### src/rtl/lcd_pkg.sv
// Types and constants shared by the HD44780 4-bit byte writer and its bench.
package lcd_pkg;

  typedef enum logic [2:0] {
    ST_IDLE,
    ST_SETUP_H,
    ST_EHIGH_H,
    ST_HOLD_H,
    ST_SETUP_L,
    ST_EHIGH_L,
    ST_HOLD_L,
    ST_WAIT
  } lcd_state_e;

  localparam logic [7:0] LCD_CMD_CLEAR    = 8'h01;
  localparam logic [7:0] LCD_CMD_HOME     = 8'h02;
  // Return Home ignores bit 0, so 0x03 executes with the same long delay.
  localparam logic [7:0] LCD_CMD_HOME_ALT = 8'h03;

  localparam int unsigned DEF_SETUP_CYC      = 2;
  localparam int unsigned DEF_E_HIGH_CYC     = 25;
  localparam int unsigned DEF_HOLD_CYC       = 50;
  localparam int unsigned DEF_CMD_DELAY_CYC  = 2500;
  localparam int unsigned DEF_LONG_DELAY_CYC = 82000;

  localparam int RS_BIT  = 4;
  localparam int NIB_MSB = 3;

  function automatic int unsigned max_u(input int unsigned a, input int unsigned b);
    return (a > b) ? a : b;
  endfunction

  function automatic logic [4:0] pack_pins(input logic rs, input logic [3:0] nibble);
    logic [4:0] pins;
    pins             = '0;
    pins[RS_BIT]     = rs;
    pins[NIB_MSB:0]  = nibble;
    return pins;
  endfunction

endpackage

### src/rtl/lcd_byte_writer.sv
// Drives LCD_D/LCD_E for one command or data byte per handshake, with setup,
// enable, hold and post-write execution delays for an HD44780 in 4-bit mode.
module lcd_byte_writer
  import lcd_pkg::*;
#(
  parameter int unsigned SETUP_CYC      = DEF_SETUP_CYC,
  parameter int unsigned E_HIGH_CYC     = DEF_E_HIGH_CYC,
  parameter int unsigned HOLD_CYC       = DEF_HOLD_CYC,
  parameter int unsigned CMD_DELAY_CYC  = DEF_CMD_DELAY_CYC,
  parameter int unsigned LONG_DELAY_CYC = DEF_LONG_DELAY_CYC
) (
  input  logic       CLK,
  input  logic       RST,
  input  logic       wr_valid,
  output logic       wr_ready,
  input  logic       wr_rs,
  input  logic [7:0] wr_data,
  input  logic       wr_nibble_only,
  output logic       busy,
  output logic [4:0] LCD_D,
  output logic       LCD_E
);

  localparam int unsigned MAX_CYC = max_u(max_u(max_u(SETUP_CYC, E_HIGH_CYC), max_u(HOLD_CYC, CMD_DELAY_CYC)),
                                          LONG_DELAY_CYC);
  localparam int unsigned CNT_W   = $clog2(MAX_CYC + 1);

  typedef logic [CNT_W-1:0] cnt_t;

  // The counter is loaded with N-1 so a state lasts exactly N cycles ending at zero.
  localparam cnt_t SETUP_LD = cnt_t'(SETUP_CYC - 1);
  localparam cnt_t EHIGH_LD = cnt_t'(E_HIGH_CYC - 1);
  localparam cnt_t HOLD_LD  = cnt_t'(HOLD_CYC - 1);
  localparam cnt_t CMD_LD   = cnt_t'(CMD_DELAY_CYC - 1);
  localparam cnt_t LONG_LD  = cnt_t'(LONG_DELAY_CYC - 1);

  lcd_state_e state_q, state_d;
  cnt_t       cnt_q, cnt_d;
  logic       rs_q, rs_d;
  logic [7:0] data_q, data_d;
  logic       nib_q, nib_d;
  logic [4:0] lcd_d_q, lcd_d_d;
  logic       lcd_e_q, lcd_e_d;
  logic       long_wait;
  logic       cnt_done;

  assign cnt_done  = (cnt_q == '0);
  assign long_wait = nib_q ||
                     (!rs_q && ((data_q == LCD_CMD_CLEAR) || (data_q == LCD_CMD_HOME) ||
                                (data_q == LCD_CMD_HOME_ALT)));

  always_comb begin
    state_d = state_q;
    cnt_d   = cnt_done ? cnt_q : cnt_q - cnt_t'(1);
    rs_d    = rs_q;
    data_d  = data_q;
    nib_d   = nib_q;
    lcd_d_d = lcd_d_q;

    case (state_q)
      ST_IDLE: begin
        if (wr_valid) begin
          rs_d   = wr_rs;
          data_d = wr_data;
          nib_d  = wr_nibble_only;
          cnt_d  = SETUP_LD;
          if (wr_nibble_only) begin
            state_d = ST_SETUP_L;
            lcd_d_d = pack_pins(wr_rs, wr_data[3:0]);
          end else begin
            state_d = ST_SETUP_H;
            lcd_d_d = pack_pins(wr_rs, wr_data[7:4]);
          end
        end
      end
      ST_SETUP_H: if (cnt_done) begin state_d = ST_EHIGH_H; cnt_d = EHIGH_LD; end
      ST_EHIGH_H: if (cnt_done) begin state_d = ST_HOLD_H;  cnt_d = HOLD_LD;  end
      ST_HOLD_H: begin
        if (cnt_done) begin
          state_d = ST_SETUP_L;
          cnt_d   = SETUP_LD;
          lcd_d_d = pack_pins(rs_q, data_q[3:0]);
        end
      end
      ST_SETUP_L: if (cnt_done) begin state_d = ST_EHIGH_L; cnt_d = EHIGH_LD; end
      ST_EHIGH_L: if (cnt_done) begin state_d = ST_HOLD_L;  cnt_d = HOLD_LD;  end
      ST_HOLD_L: begin
        if (cnt_done) begin
          state_d = ST_WAIT;
          cnt_d   = long_wait ? LONG_LD : CMD_LD;
        end
      end
      ST_WAIT: if (cnt_done) state_d = ST_IDLE;
      default: begin
        state_d = ST_IDLE;
        cnt_d   = '0;
      end
    endcase

    // E follows the next state so the registered strobe lines up with EHIGH_*.
    lcd_e_d = (state_d == ST_EHIGH_H) || (state_d == ST_EHIGH_L);
  end

  always_ff @(posedge CLK) begin
    if (RST) begin
      state_q <= ST_IDLE;
      cnt_q   <= '0;
      rs_q    <= 1'b0;
      data_q  <= '0;
      nib_q   <= 1'b0;
      lcd_d_q <= '0;
      lcd_e_q <= 1'b0;
    end else begin
      state_q <= state_d;
      cnt_q   <= cnt_d;
      rs_q    <= rs_d;
      data_q  <= data_d;
      nib_q   <= nib_d;
      lcd_d_q <= lcd_d_d;
      lcd_e_q <= lcd_e_d;
    end
  end

  assign wr_ready = !RST && (state_q == ST_IDLE);
  assign busy     = !RST && (state_q != ST_IDLE);
  assign LCD_D    = lcd_d_q;
  assign LCD_E    = lcd_e_q;

endmodule

### config.mk
export PLATFORM = sky130hd
export DESIGN_NAME = lcd_byte_writer
export DESIGN_NICKNAME = d
export VERILOG_FILES = /design/src/rtl/lcd_pkg.sv /design/src/rtl/lcd_byte_writer.sv
export SDC_FILE = /design/constraint.sdc
export NUM_CORES = 1
export LEC_CHECK = 0
export ABC_AREA = 0
export BUFFER_PORTS_ARGS = -buffer_cell sky130_fd_sc_hd__buf_2
export CORE_MARGIN = 4
export CORE_UTILIZATION = 35
export DETAILED_ROUTE_END_ITERATION = 10
export PLACE_DENSITY = 0.59
export SETUP_SLACK_MARGIN = 0.02
export SKIP_CTS_REPAIR_TIMING = 1
export SYNTH_ARGS = -nofsm -noshare
export SYNTH_HDL_FRONTEND = slang
export SYNTH_SLANG_ARGS = --single-unit
### constraint.sdc
create_clock -name CLK -period 3.3 [get_ports CLK]
set_input_delay 0.33 -clock CLK [delete_from_list [all_inputs] [get_ports CLK]]
set_output_delay 0.33 -clock CLK [all_outputs]
set_load 0.02 [all_outputs]
# Yosys cells after proc, flatten, opt, wreduce, memory -nomap -nowiden

Index checks and enable logic that the tools add are counted.

Add/sub/neg operators: 1
Equality and inequality tests: 14
Mux-type cells: 22
Reductions and logical operators: 17

Operator list:

| operator                | count |
|---|---|
| $mux W17                | 7 |
| $pmux W17 S5            | 1 |
| $mux W3                 | 9 |
| $pmux W3 S8             | 1 |
| $logic_not A17 Y1       | 1 |
| $sub A17 B1 Y17 const B | 1 |
| $eq A8 B2 Y1 const B    | 2 |
| $eq A3 B3 Y1 const B    | 5 |
| $mux W5                 | 2 |
| $pmux W5 S2             | 1 |
| $eq A3 B2 Y1 const B    | 3 |
| $eq A8 B1 Y1 const B    | 1 |
| $logic_or A1 B1 Y1      | 4 |
| $mux W4                 | 1 |
| $ne A2 B2 Y1 const B    | 2 |
| $reduce_or A2 Y1        | 2 |
| $eq A3 B1 Y1 const B    | 1 |
| $logic_and A1 B1 Y1     | 3 |
| $logic_not A3 Y1        | 1 |
| $reduce_and A3 Y1       | 1 |
| $reduce_bool A3 Y1      | 1 |
| $logic_not A1 Y1        | 2 |
| $reduce_and A2 Y1       | 1 |
| $reduce_bool A2 Y1      | 1 |

Register bits after elaboration: 36
Bits of input ports: 13
Output and inout port bits: 8
Logic and storage cells: 61

# Logic depth before layout (Yosys ltp)

Gate-level depths: netlist of the first run.

Depth in word-level cells: 8
Depth in mapped cells: 14
Gate-level depth less buffers: 12

# Least setup slack after synthesis of the first run

Ideal clock, no wire load.

Path type: reg2reg
From: reg cnt_q[3]
To: reg cnt_q[0]
Setup time: 0.128 ns
Arrival time: 2.517 ns
Data required time: 3.172 ns
Slack: 0.655 ns
Stages on the path, launching flop included: 13
Buffers on the path: 2
Period minus slack after synthesis: 2.645 ns
Path through: dfxtp_1 > or4_1 > buf_2 > or3_1 > buf_6 > nor2_4 > inv_2 > ha_1 > mux2_2 > o22ai_1 > mux2i_1 > a21oi_1 > nor2_1

Word-level cells in the longest chain between the ends: 4
Elaborated cells between the ends (all ways): 8
Classes of those cells: mux: 7; reduce/logical: 1

Ends and longest elaborated chain:

| element                            | RTL line               | source |
|---|---|---|
| from (decl)                        | lcd_byte_writer.sv:38  | `cnt_t cnt_q, cnt_d;` |
| from (signal assigned)             | lcd_byte_writer.sv:115 | `cnt_q <= cnt_d;` |
| $logic_not A17 Y1 (*)              | lcd_byte_writer.sv:47  | `assign cnt_done = (cnt_q == '0);` |
| $mux W17                           | lcd_byte_writer.sv:54  | `cnt_d = cnt_done ? cnt_q : cnt_q - cnt_t'(1);` |
| $mux W17, on equally long branches | n/a                    |  |
| $pmux W17 S5 (*)                   | lcd_byte_writer.sv:60  | `case (state_q)` |

Mark *: on every way between the ends. The rest lies on a longest branch, timed or not.
A chain may end at the register's enable or synchronous reset.

# Worst setup path after layout of the first run

Ends and elaborated chain as after synthesis.

==> impl_summary.txt, run 1 <==
----------------------------------------------------
[Global routing]
  Antenna violations before repair ... 0
  GRT Residual Overflow ... 0
  Combined global-route utilization of all metal layers ... 14.4%
  Number of global-route vias before repair ... 1717
  Peak-usage layer in the global routing report ... met2
  Met1 track utilization from global routing ... 19.5%
  Largest net degree at the start of global routing ... 35
  Met3 track demand over resource ... 3.53%
  First-pass GRT wire length ... 8310 µm
  M2 GR Usage ... 21.9%

[Power and ir drop]
  Areal power density over the cells ... 1160 nW/µm²
  Lkg Pwr ... 0.882 nW
  Worst ir drop on vdd ... 0.462 mV

[Synth]
  Leading cell type by number of instances after synthesis ... dfxtp_1
  Post-synth net total ... 275
  Share of synthesized flip-flops with an asynchronous set or reset ... 0%
  Main area contributors after synthesis ... dfxtp_1 (35%), mux2i_1 (5.9%), nand2_1 (5.7%), a21oi_1 (5.1%), nor2_1 (4.8%)
  Number of flops mapped to enable cells by yosys ... 0
  Synth unique cells ... 51
  Cell taking the most area after synthesis ... dfxtp_1
  Ys Warns ... 0
  Netlist area before placement ... 2040 µm²
  Sequential cell area fraction in the yosys report ... 35.3%
  Register bit count reported by yosys ... 36
  Cells after synthesis ... 259
  Mapped Avg Cell Area ... 7.88 µm²
  Synth cell count leaders ... dfxtp_1 (36), nand2_1 (31), nor2_1 (26), a21oi_1 (21)
  Predominant post-synthesis flop cell ... dfxtp_1
  Synth top area share ... 35.3%

[Drt]
  Wirelength per Cell ... 14.2 µm
  Via-per-instance ratio ... 5.50
  Antenna viol nets, final ... 0
  Post-Route WL ... 4880 µm
  1st-iter DRT viols ... 190
  Length of the first detailed-routing pass in iterations ... 4
  Count of vias placed by the detailed router ... 1885
  Drc violations ... 0

[Floorplanning]
  Starting density of the core ... 36.6%
  Total die area ... 7120 µm²
  Std cell rows ... 27
  Core region area ... 5570 µm²
  Number of primary I/O pins ... 21
  Y dimension of the die ... 84.4 µm
  Overall die width ... 84.4 µm

[Cells and area]
  Non-filler cells in the finished layout ... 343
  Ant diodes ... 0
  Area delta synth->final ... 12.0%
  Number of nets at the end of the flow ... 286
  Fraction of final layout cells sized beyond drive strength 1 ... 14.8%
  Number of filler instances in the final layout ... 590

[Timing]
  Total negative setup slack ... 0 ns
  Final setup vio count ... 0
  Period Utilization, post-route ... 86.0%
  Count of final hold-check violations ... 0
  Tightest Pin Transition ... 0.770 ns
  Unrepaired setup endpoints after global routing ... false
  Minimum period implied by the final worst setup slack ... 2.84 ns
  Final clock skew ... 0.00796 ns
  Final number of max-transition violations ... 0
  Max-Slew Margin vs Limit ... 48.3%
  Maximum operating frequency ... 0.352 GHz

[Placement]
  Global placement routability congestion ... 0.845
  Number of input and output port buffers inserted ... 20
  Number of cells in the design after placement ... 335
  Hpwl dp ... 3380 µm

[Hold path]
  Hold Crit Start ... wr_data[3]
  Hold Path Cell Cnt ... 3
  End of the worst hold path ... data_q[3]$_SDFFE_PP0P_
  Worst hold path type ... in2reg

[CTS]
  CTS tree ... built
  Clock Sink Count ... 36
  Maximum clock path buffer count ... 2
  Insertion delay of the later-clocked pin in the worst-skew pair ... 0.29 ns
  Clk root buf ... clkbuf_8
  H-tree levels ... 2
  Clk slew on worst S/H paths ... 0.08 ns
  Number of buffers inserted during clock tree synthesis ... 5

[Critical path]
  CP max-delay cell ... or4_1
  Maximum net fanout on the critical path ... 11
  Element type at the critical path end ... register
  CP required ... 3.46 ns
  Cell family contributing the most delay on the critical path ... simple AND/OR/NAND/NOR gates
  CP bufs+invs ... 1
  Category of the most critical setup path ... reg2reg
  Crit path launch type ... register
  Number of cells on the worst reg-to-reg path ... 10
  Crit path cell chain ... or4_1, or3_1, nor2_4, inv_2, ha_1, mux2_2, o22ai_1, mux2i_1, a21oi_1, nor2_1
  Setup slack of the most critical reg-to-reg path ... 0.46 ns
  Critical path's largest stage delay ... 0.67 ns
  Critical R2R Capture ... cnt_q[0]$_SDFF_PP0_
  Worst path arrival time ... 3.00 ns
  Worst R2R Start ... cnt_q[3]$_SDFF_PP0_

[Run]
  Count of max-cap constraint violations ... 0

[Outcome]
  Outcome ... finished, final reports clean

----------------------------------------------------
## layout by cell type, fill, tap and decap left out, types with 3 or more instances in the layout
cell / count
o41ai_1: 4
a21oi_1: 21
inv_1: 3
a211oi_1: 3
clkbuf_8: 5
buf_4: 4
or3_1: 5
nor2_1: 26
xnor2_1: 4
buf_2: 20
nor4_1: 4
nand2_1: 31
nor3_1: 13
nor2b_1: 3
nand2b_1: 5
a31oi_1: 4
ha_1: 3
dfxtp_1: 36
or4_1: 3
mux2i_1: 12
o211ai_1: 4
xor2_1: 4
o31ai_1: 3
nand3_1: 6
o21ai_0: 11
## worst register-to-register path, delay by kind of cell (launching register included)
kind | cells | cell delay [ns]
adder cells (fa/ha/maj) | 1 | 0.21
AND/OR/NAND/NOR | 4 | 1.35
multiplexers | 2 | 0.35
buffers and inverters | 1 | 0.13
flip-flops | 1 | 0.36
AO/OA/AOI/OAI | 2 | 0.30
## final cells by class
cell class / count / area (µm²) / share of cell area [%]
repair buffers: 24 / 130 / 5.69
multi-input cells: 199 / 1220 / 53.3
flip-flops and latches: 36 / 721 / 31.5
clock inverters: 3 / 42.5 / 1.86
well taps: 72 / 90.1 / 3.94
inverters: 4 / 15.0 / 0.656
clock buffers: 5 / 68.8 / 3.01
## how the worst max path moves through the flow
stage                                to  cells past startpoint           startpoint
CTS                 cnt_q[0]$_SDFF_PP0_                     10  cnt_q[3]$_SDFF_PP0_
global route        cnt_q[0]$_SDFF_PP0_                     10  cnt_q[3]$_SDFF_PP0_
finish              cnt_q[0]$_SDFF_PP0_                     10  cnt_q[3]$_SDFF_PP0_
global placement    cnt_q[0]$_SDFF_PP0_                     10  cnt_q[3]$_SDFF_PP0_
detailed placement  cnt_q[0]$_SDFF_PP0_                     10  cnt_q[3]$_SDFF_PP0_
floorplan           cnt_q[0]$_SDFF_PP0_                     12  cnt_q[3]$_SDFF_PP0_
## routing by layer
metal | wire length [µm] | share of wire (%)
met1 | 2370 | 48
met2 | 2230 | 46
met3 | 226 | 4.6
met4 | 59 | 1.2
met5 | 0 | 0
## sequential cells by signal (all words and copies together), names as in the netlist
register	count
LCD_D	5
cnt_q	17
state_q	3
data_q	8
nib_q	1
LCD_E	1
rs_q	1
## power breakdown
group / internal [mW] / switching [mW]
registers: 0.562 / 0.143
clock network: 0.224 / 0.167
logic: 0.595 / 0.952
total: 1.38 / 1.26
## metrics by stage
step                      worst slack (ns)  utilization, %  total power [mW]  hold WS, ns  cell area [µm²]
after floorplan                      0.655               -              1.91        0.436             2040
after global placement               0.529            39.0              2.25        0.446             2180
after detailed placement             0.504            39.0              2.24        0.451             2180
after CTS                            0.481            41.0              2.65        0.272             2290
after global routing                 0.293            41.0              2.89        0.282             2290
final                                0.462            41.0              2.64        0.282             2290
## logic make-up (layout without fill, tap and decap cells)
group | after synthesis | count (layout) | synth area share (%)
simple gates | 106 | 106 | 25.1
xor+xnor | 8 | 8 | 3.43
buf+inv | 24 | 36 | 4.96
compound gates | 69 | 69 | 22.9
mux | 13 | 13 | 6.43
flops | 36 | 36 | 35.3
fa+ha+maj | 3 | 3 | 1.84
(Power assumes the default switching activity.)
==> run 2: changes to the inputs <==
Settings changed: MAX_ROUTING_LAYER set to met4.
==> run 2 against run 1 <==
- worst hold slack better by 0.0016 ns
- first-iteration DRC count is 7.9% higher
- non-clock buffer count did not move
- largest cell class unchanged
- highest routed layer unchanged
==> impl_summary.txt, run 2 (synthesis results as in run 1) <==
----------------------------------------------------
[CTS]
  Number of buffers inserted during clock tree synthesis ... 5
  Insertion delay of the later-clocked pin in the worst-skew pair ... 0.29 ns
  H-tree levels ... 2
  CTS tree ... built
  Clock Sink Count ... 36
  Clk slew on worst S/H paths ... 0.08 ns
  Clk root buf ... clkbuf_8
  Maximum clock path buffer count ... 2

[Run]
  Count of max-cap constraint violations ... 0

[Hold path]
  Worst hold path type ... in2reg

[Power and ir drop]
  Switching power summed over all nets ... 1.26 mW
  Clock power frac ... 14.8%
  Lkg Pwr ... 0.882 nW
  Portion of total power attributed to sequential cells ... 26.7%
  Areal power density over the cells ... 1150 nW/µm²
  Combinational share of power ... 58.5%
  Design internal power ... 1.38 mW
  Switching Fraction ... 47.7%
  Worst ir drop on vdd ... 0.456 mV

[Critical path]
  Critical path's largest stage delay ... 0.66 ns
  CP max-delay cell ... or4_1
  CP bufs+invs ... 1
  Maximum net fanout on the critical path ... 11
  CP required ... 3.46 ns
  Crit path launch type ... register
  Worst path arrival time ... 2.99 ns
  Element type at the critical path end ... register
  Cell family contributing the most delay on the critical path ... simple AND/OR/NAND/NOR gates
  Category of the most critical setup path ... reg2reg
  Crit path cell chain ... or4_1, or3_1, nor2_4, inv_2, ha_1, mux2_2, o22ai_1, mux2i_1, a21oi_1, nor2_1

[Floorplanning]
  Starting density of the core ... 36.6%
  Overall die width ... 84.4 µm
  Std cell rows ... 27
  Y dimension of the die ... 84.4 µm
  Core region area ... 5570 µm²
  Number of primary I/O pins ... 21
  Total die area ... 7120 µm²

[Drt]
  Post-Route WL ... 4880 µm
  Drc violations ... 0
  Antenna viol nets, final ... 0
  Via-per-instance ratio ... 5.55
  Wirelength per Cell ... 14.2 µm
  Length of the first detailed-routing pass in iterations ... 4
  Count of vias placed by the detailed router ... 1904
  1st-iter DRT viols ... 205

[Global routing]
  Combined global-route utilization of all metal layers ... 14.9%
  Number of global-route vias before repair ... 1717
  GRT Residual Overflow ... 0
  Antenna violations before repair ... 0
  First-pass GRT wire length ... 8320 µm
  Largest net degree at the start of global routing ... 35

[Timing]
  Count of final hold-check violations ... 0
  Tightest Pin Transition ... 0.743 ns
  Unrepaired setup endpoints after global routing ... false
  Max-Slew Margin vs Limit ... 50.1%
  Total negative setup slack ... 0 ns
  Final setup vio count ... 0
  Minimum period implied by the final worst setup slack ... 2.84 ns
  Period Utilization, post-route ... 85.9%
  Final clock skew ... 0.00881 ns
  Final number of max-transition violations ... 0
  Maximum operating frequency ... 0.353 GHz

[Placement]
  Number of input and output port buffers inserted ... 20
  Global placement routability congestion ... 0.858
  Hpwl dp ... 3380 µm
  Number of cells in the design after placement ... 335

[Outcome]
  Outcome ... finished, final reports clean

[Cells and area]
  Area delta synth->final ... 12.0%
  Register bank with the most flops ... cnt_q
  Fraction of final layout cells sized beyond drive strength 1 ... 14.8%
  Number of filler instances in the final layout ... 590
  Ant diodes ... 0
  Number of nets at the end of the flow ... 286
  Most common cell after layout, fill and taps aside ... dfxtp_1
  Number of flip-flops in the largest register ... 17
  Leading cell types in the layout, fill and taps excluded ... dfxtp_1 (36), nand2_1 (31), nor2_1 (26)
  Non-filler cells in the finished layout ... 343

----------------------------------------------------
## run 2: cell counts in the layout (fill, tap and decap cells not counted)
No cell type changed its count.
## run 2: power by group through the flow
stage	Sequential [mW]	Clock (mW)	Combinational, mW
after floorplan	0.667	0	1.24
after global placement	0.709	0	1.54
after detailed placement	0.712	0	1.53
after CTS	0.702	0.404	1.54
after global routing	0.726	0.423	1.74
final	0.705	0.390	1.54
## run 2: area by class of cell
cell class              count  area [µm²]  area share [%]
clock inverters             3        42.5            1.86
flip-flops and latches     36         721            31.5
well taps                  72        90.1            3.94
inverters                   4        15.0           0.656
clock buffers               5        68.8            3.01
repair buffers             24         130            5.69
multi-input cells         199        1220            53.3
## run 2: routing by layer
metal / up-vias / share of wire, % / track usage, %
met2: 62 / 46 / 22.0
met5: - / 0 / -
met1: 879 / 47 / 19.4
li1: 961 / - / -
met4: 0 / 0.61 / 5.76
met3: 2 / 6.2 / 3.83
## run 2: worst min-delay path: stages
cell	delay [ns]
buf_2	0.10
nand2_1	0.05
a21oi_1	0.05
## run 2: worst paths after layout
check | start | endpoint | slack, ns | cells past startpoint
setup / recovery | cnt_q[3]$_SDFF_PP0_ | cnt_q[0]$_SDFF_PP0_ | 0.46 | 10
hold reg to reg | data_q[6]$_SDFFE_PP0P_ | data_q[6]$_SDFFE_PP0P_ | 0.46 | 2
setup reg to reg | cnt_q[3]$_SDFF_PP0_ | cnt_q[0]$_SDFF_PP0_ | 0.46 | 10
hold / removal | wr_data[3] | data_q[3]$_SDFFE_PP0P_ | 0.28 | 3
## run 2: per-stage QoR
step                setup slack [ns]  utilization (%)  hold slack [ns]  cell area [µm²]  power [mW]
floorplan                      0.655                -            0.436             2040        1.91
global placement               0.529             39.0            0.446             2180        2.25
detailed placement             0.504             39.0            0.451             2180        2.24
CTS                            0.481             41.0            0.272             2290        2.65
global route                   0.293             41.0            0.280             2290        2.89
finish                         0.465             41.0            0.284             2290        2.64
